`config.mk`:
```
export PLATFORM = sky130hd
export DESIGN_NAME = run_dump_ctrl_flat
export DESIGN_NICKNAME = d
export VERILOG_FILES = /design/src/rtl/run_dump_if.sv /design/src/rtl/run_dump_ctrl.sv /design/src/flat_wrapper.sv
export SDC_FILE = /design/constraint.sdc
export NUM_CORES = 1
export LEC_CHECK = 0
export BUFFER_PORTS_ARGS = -buffer_cell sky130_fd_sc_hd__clkbuf_2
export CAP_MARGIN = 40
export CORE_UTILIZATION = 36
export DETAILED_ROUTE_END_ITERATION = 7
export GPL_TIMING_DRIVEN = 0
export PLACE_DENSITY = 0.61
export SYNTH_ARGS = -nofsm -noshare
export SYNTH_HDL_FRONTEND = slang
export SYNTH_SLANG_ARGS = --single-unit
```
`constraint.sdc`:
```
create_clock -name clk -period 5.4 [get_ports clk]
set_input_delay 1.08 -clock clk [delete_from_list [all_inputs] [get_ports clk]]
set_output_delay 1.08 -clock clk [all_outputs]
set_load 0.05 [all_outputs]
```
`src/rtl/run_dump_if.sv`:
```
// Valid/ready dump port carrying the register-file / data-memory index walk.
interface run_dump_if #(
   parameter int unsigned IDX_W = 10
) ();
   logic             dump_valid;
   logic             dump_ready;
   logic             dump_sel;
   logic [IDX_W-1:0] dump_idx;

   modport master (output dump_valid, output dump_sel, output dump_idx, input dump_ready);
   modport slave  (input dump_valid, input dump_sel, input dump_idx, output dump_ready);
endinterface

```
`src/rtl/run_dump_ctrl.sv`:
```
// Run-control and state-dump sequencer: gates the CPU, counts cycles/retires,
// enforces a watchdog, drains, then walks the register file and data memory.
module run_dump_ctrl #(
   parameter int unsigned RF_DEPTH     = 32,
   parameter int unsigned MEM_DEPTH    = 1024,
   parameter int unsigned CNT_W        = 32,
   parameter int unsigned TIMEOUT      = 1000000,
   parameter int unsigned DRAIN_CYCLES = 4,
   parameter int unsigned IDX_W        = $clog2((RF_DEPTH > MEM_DEPTH) ? RF_DEPTH : MEM_DEPTH)
) (
   input  logic             clk,
   input  logic             rst,
   input  logic             start,
   input  logic             halt,
   input  logic             retire,
   output logic             cpu_run,
   run_dump_if.master       dump,
   output logic [CNT_W-1:0] cycle_cnt,
   output logic [CNT_W-1:0] instret_cnt,
   output logic             timeout,
   output logic             done
);

   typedef enum logic [2:0] {IDLE, RUN, DRAIN, DUMP_RF, DUMP_MEM, DONE} state_t;

   localparam int unsigned DRAIN_W    = (DRAIN_CYCLES > 1) ? $clog2(DRAIN_CYCLES) : 1;
   // A zero-length drain still spends one cycle in DRAIN.
   localparam int unsigned DRAIN_LAST = (DRAIN_CYCLES > 0) ? DRAIN_CYCLES - 1 : 0;
   localparam logic [63:0] TO_LAST    = 64'(TIMEOUT) - 64'd1;

   state_t             state_q, state_d;
   logic [CNT_W-1:0]   cycle_d, instret_d;
   logic               timeout_d;
   logic [DRAIN_W-1:0] drain_q, drain_d;
   logic [IDX_W-1:0]   idx_d;
   logic               handshake_c;

   assign handshake_c = dump.dump_valid & dump.dump_ready;

   // Next-state, counter and index logic.
   always_comb begin
      state_d   = state_q;
      cycle_d   = cycle_cnt;
      instret_d = instret_cnt;
      timeout_d = timeout;
      drain_d   = drain_q;
      idx_d     = dump.dump_idx;
      case (state_q)
         IDLE, DONE: begin
            if (start) begin
               state_d   = RUN;
               cycle_d   = '0;
               instret_d = '0;
               timeout_d = 1'b0;
            end
         end
         RUN: begin
            if (cycle_cnt != '1) cycle_d = cycle_cnt + CNT_W'(1);
            if (retire && (instret_cnt != '1)) instret_d = instret_cnt + CNT_W'(1);
            drain_d = '0;
            // Halt has priority over the watchdog on the same edge.
            if (halt) begin
               state_d = DRAIN;
            end else if (64'(cycle_cnt) == TO_LAST) begin
               state_d   = DRAIN;
               timeout_d = 1'b1;
            end
         end
         DRAIN: begin
            idx_d = '0;
            if (drain_q == DRAIN_W'(DRAIN_LAST)) state_d = DUMP_RF;
            else drain_d = drain_q + DRAIN_W'(1);
         end
         DUMP_RF: begin
            if (handshake_c) begin
               if (dump.dump_idx == IDX_W'(RF_DEPTH - 1)) begin
                  state_d = DUMP_MEM;
                  idx_d   = '0;
               end else begin
                  idx_d = dump.dump_idx + IDX_W'(1);
               end
            end
         end
         DUMP_MEM: begin
            if (handshake_c) begin
               if (dump.dump_idx == IDX_W'(MEM_DEPTH - 1)) begin
                  state_d = DONE;
                  idx_d   = '0;
               end else begin
                  idx_d = dump.dump_idx + IDX_W'(1);
               end
            end
         end
         default: state_d = IDLE;
      endcase
   end

   // State and registered outputs; flags are decoded from the next state.
   always_ff @(posedge clk or negedge rst) begin
      if (!rst) begin
         state_q         <= IDLE;
         drain_q         <= '0;
         cycle_cnt       <= '0;
         instret_cnt     <= '0;
         timeout         <= 1'b0;
         cpu_run         <= 1'b0;
         done            <= 1'b0;
         dump.dump_valid <= 1'b0;
         dump.dump_sel   <= 1'b0;
         dump.dump_idx   <= '0;
      end else begin
         state_q         <= state_d;
         drain_q         <= drain_d;
         cycle_cnt       <= cycle_d;
         instret_cnt     <= instret_d;
         timeout         <= timeout_d;
         cpu_run         <= (state_d == RUN);
         done            <= (state_d == DONE);
         dump.dump_valid <= (state_d == DUMP_RF) || (state_d == DUMP_MEM);
         dump.dump_sel   <= (state_d == DUMP_MEM);
         dump.dump_idx   <= idx_d;
      end
   end

endmodule

```
`src/flat_wrapper.sv`:
```
// flat-port wrapper written by rule: the top's interface ports become plain ports
module run_dump_ctrl_flat 
#(
   parameter int unsigned RF_DEPTH     = 32,
   parameter int unsigned MEM_DEPTH    = 1024,
   parameter int unsigned CNT_W        = 32,
   parameter int unsigned TIMEOUT      = 1000000,
   parameter int unsigned DRAIN_CYCLES = 4,
   parameter int unsigned IDX_W        = $clog2((RF_DEPTH > MEM_DEPTH) ? RF_DEPTH : MEM_DEPTH)
)
  (clk, rst, start, halt, retire, cpu_run, cycle_cnt, instret_cnt, timeout, done, dump_dump_valid, dump_dump_sel, dump_dump_idx, dump_dump_ready);
  run_dump_if #(.IDX_W(IDX_W)) dump_i ();
  input  logic clk;
  input  logic rst;
  input  logic start;
  input  logic halt;
  input  logic retire;
  output logic cpu_run;
  output logic [CNT_W-1:0] cycle_cnt;
  output logic [CNT_W-1:0] instret_cnt;
  output logic timeout;
  output logic done;
  output wire logic [$bits(dump_i.dump_valid)-1:0] dump_dump_valid;
  output wire logic [$bits(dump_i.dump_sel)-1:0] dump_dump_sel;
  output wire logic [$bits(dump_i.dump_idx)-1:0] dump_dump_idx;
  input wire logic [$bits(dump_i.dump_ready)-1:0] dump_dump_ready;
  assign dump_dump_valid = dump_i.dump_valid;
  assign dump_dump_sel = dump_i.dump_sel;
  assign dump_dump_idx = dump_i.dump_idx;
  assign dump_i.dump_ready = dump_dump_ready;
  run_dump_ctrl #(.RF_DEPTH(RF_DEPTH), .MEM_DEPTH(MEM_DEPTH), .CNT_W(CNT_W), .TIMEOUT(TIMEOUT), .DRAIN_CYCLES(DRAIN_CYCLES), .IDX_W(IDX_W)) u_core (.clk(clk), .rst(rst), .start(start), .halt(halt), .retire(retire), .cpu_run(cpu_run), .dump(dump_i), .cycle_cnt(cycle_cnt), .instret_cnt(instret_cnt), .timeout(timeout), .done(done));
endmodule
```
==> results.md <==
- LEAKAGE: 2.57 nW
- Hold Path Sink: u_core.drain_q[1]
- Fraction of layout cells with a size suffix above 1: 21.4%
- Hold crit path type: reg2reg
- Hold path cells: 2
- Cts bufs inserted: 9
- Worst-path cell chain: clkbuf_2 > inv_1 > maj3_2 > nor3_1 > and4_1 > buf_2 > a21oi_1 > a31o_2
- WL met3: 612 um
- Worst stage delay on the critical path: 0.50 ns
- Crit path launch type: primary input
- RR Startpoint: u_core.instret_cnt[0]
- Met1 Wirelength: 5.82 mm
- Placed Area: 5400 um^2
- Fin. Hold Viols: 0
- Fill cell count: 1298
- Hold_sp: u_core.drain_q[1]
- FF-to-FF End: u_core.instret_cnt[8]
- Syn nets: 531
- Std cell rows: 41
- Detailed Place HPWL: 8.90 mm
- TritonCTS clock tree: built
- Crit. End Element: flop
- Gp weighted congestion: 0.797
- Slew @ Worst Pin: 0.600 ns
- Max-cap violations: 0
- Initial DRC count: 227
- Sw Ratio: 32.7%
- Synth top area share: 44.4%
- H-tree depth: 3
- Top Ports: 85
- Vias in the first global route: 4093
- Max Clk Rate: 0.378 GHz
- Max transition margin: 60.0%
- Crit path required time: 5.62 ns
- Max Buffers Root-to-Sink: 2
- DRC viols: 0
- Register area share after synthesis: 44.4%
- Routed WL: 12.2 mm
- Worst path slowest cell: nor3_1
- Vias per Instance: 5.36
- Initial antenna violation count: 0
- Largest net degree at the start of global routing: 56
- ANT nets after route: 0
- R2R depth: 8
- Setup crit start: start
- Die Y: 117 um
- RSZ-0062 raised after global routing: no
- Min Tclk post-route: 2.65 ns
- Clock latency on the worst-skew pair: 0.34 ns
- Final worst slack: 2.75 ns
- Diodes inserted: 0
- Peak VDD IR: 129 uV
- Sink Count: 84
- Crit path DAT: 2.87 ns
- Combinational power share: 19.9%
- Via count: 4257
- Clock slew at reported path FFs: 0.06 ns
- All-Layer GR Usage: 18.7%
- Cts repair resizes: 0
- Worst Path Buf+Inv: 3
- Final worst path period share: 49.0%
- Final setup violation count: 0
- Post-CTS Setup Bufs: 0
- Count of state elements after synthesis: 84
- Ys Warns: 0
- NumNets Final: 627
- Status: finished clean
- Fin area: 5720 um^2
- Post-Syn Area: 4730 um^2
- CP delay by family, top: simple AND/OR/NAND/NOR gates
- Initial Utilization: 37.2%
- Die width: 117 um
- Clk_skew: 0.00767 ns
- Area of the multi-input gates: 2490 um^2
- Internal power: 1.18 mW
- Placeable Area: 12700 um^2
- Synth top area cells: dfrtp_1 (44%), xnor2_1 (6.3%), nor2_1 (5.3%)
- Grt ovf: 0
- NetSw: 0.573 mW
- Worst Path Class, Setup: in2reg
- Cells after Synth: 521
- DR WL/cell: 15.4 um
- Post-synth EDFFs: 0
- WL met2: 5.61 mm
- R2r setup slk: 2.89 ns
- Sequential Power Share: 42.6%
- Pwr Density: 306 nW/um^2
- Dpl ws: 2.42 ns
- Buffers on Ports: 84
- First-pass GRT wire length: 19.9 mm
- Hold Buf Count CTS: 0
- Yosys top cell by area: dfrtp_1
- Setup_tns: 0 ns
- Die ar.: 13600 um^2
- Clock power share: 37.5%
- Crit-path max FO: 9
- Count of unique library cells instantiated by Yosys: 58
- Root buffer cell: clkbuf_16
- DR pass1 iterations: 4
- Top sig layer: met4
- FF/Latch Area: 2100 um^2
- Mean area per synthesized cell: 9.08 um^2
- Max-slew violations: 0
- Async SR Flop Fraction: 100%
- P&R area growth vs syn: 20.9%
- Main synth FF type: dfrtp_1
- Critical Path Stages: 8
-- cell usage in the layout (no fill, tap or decap), types with 6 or more instances in the layout --
master and n:
and4_1 11, buf_2 7, and2_1 10, xor2_1 11, nor2_1 67, o31ai_1 7, nor4_1 29, clkbuf_2 84
nor3_1 15, nand2_1 45, a31oi_1 7, nand3_1 28, nand4_1 23, xnor2_1 34, a21oi_1 14, or4_1 6
and3_1 9, clkbuf_1 13, clkbuf_16 9, inv_1 9, dfrtp_1 84, o21ai_0 21
-- Yosys cell counts, types with 11 or more instances --
library cell  number
nand4_1           23
and4_1            11
nand2_1           45
nor2_1            67
nand3_1           28
xnor2_1           34
dfrtp_1           84
nor4_1            29
nor3_1            15
xor2_1            11
clkbuf_1          13
o21ai_0           21
a21oi_1           14
-- layer usage --
layer  GRT usage, %  vias up
met2           30.5      105
met1           25.5     2042
li1               -     2099
met5              0        -
met3           2.65       11
met4           6.16        0
-- worst min-delay path, stage by stage, from the launching register on --
cell	delay [ns]
dfrtp_1	0.36
nand2_1	0.05
o21ai_0	0.07
-- power by group through the flow --
stage	clock (mW)	sequential [mW]	combinational [mW]
2_1_floorplan	0	0.888	0.113
3_3_place_gp	0	0.753	0.344
3_5_place_dp	0	0.757	0.352
4_1_cts	0.675	0.745	0.355
5_1_grt	0.700	0.756	0.382
6_report	0.657	0.745	0.349
-- stage by stage --
step	hold WS (ns)	util (%)	instances	total power, mW
after floorplan	0.473	-	521	1.00
after global placement	0.488	42.2	777	1.10
after global routing	0.550	45.0	794	1.84
final	0.517	45.0	794	1.75
after CTS	0.519	45.0	794	1.77
after detailed placement	0.502	42.4	778	1.11
-- kinds of logic after synthesis --
group / after synthesis / share of synthesized area, %
AOI/OAI and AO/OA: 73 / 10.0
adders and majority gates: 6 / 1.53
xor gates and xnor gates: 45 / 8.33
buffers and inverters: 33 / 2.91
and+or+nand+nor: 276 / 31.8
muxes: 4 / 0.952
DFF: 84 / 44.4
-- registers in the layout, summed over array words and instances (netlist names), 2 cells and up --
signal / flops
u_core.cycle_cnt: 32
u_core.dump.dump_idx: 10
u_core.instret_cnt: 32
u_core.drain_q: 2
u_core.state_q: 3
-- worst max-delay path by stage --
stage,to,slack (ns)
after floorplan,u_core.cycle_cnt[31],2.89
after global placement,u_core.dump.dump_idx[7],2.28
after detailed placement,u_core.cycle_cnt[31],2.42
after CTS,u_core.cycle_cnt[18],2.77
after global routing,u_core.instret_cnt[8],2.65
final,u_core.cycle_cnt[31],2.75
-- area by class of cell --
class,instances,area share (%)
well taps,172,3.76
clock inverters,3,0.744
clock buffers,13,4.90
inverters,11,0.722
multi-input cells,404,43.6
plain buffers,22,1.68
flip-flops and latches,84,36.7
repair buffers,85,7.87
No activity file was read; power rests on OpenSTA's default activity.
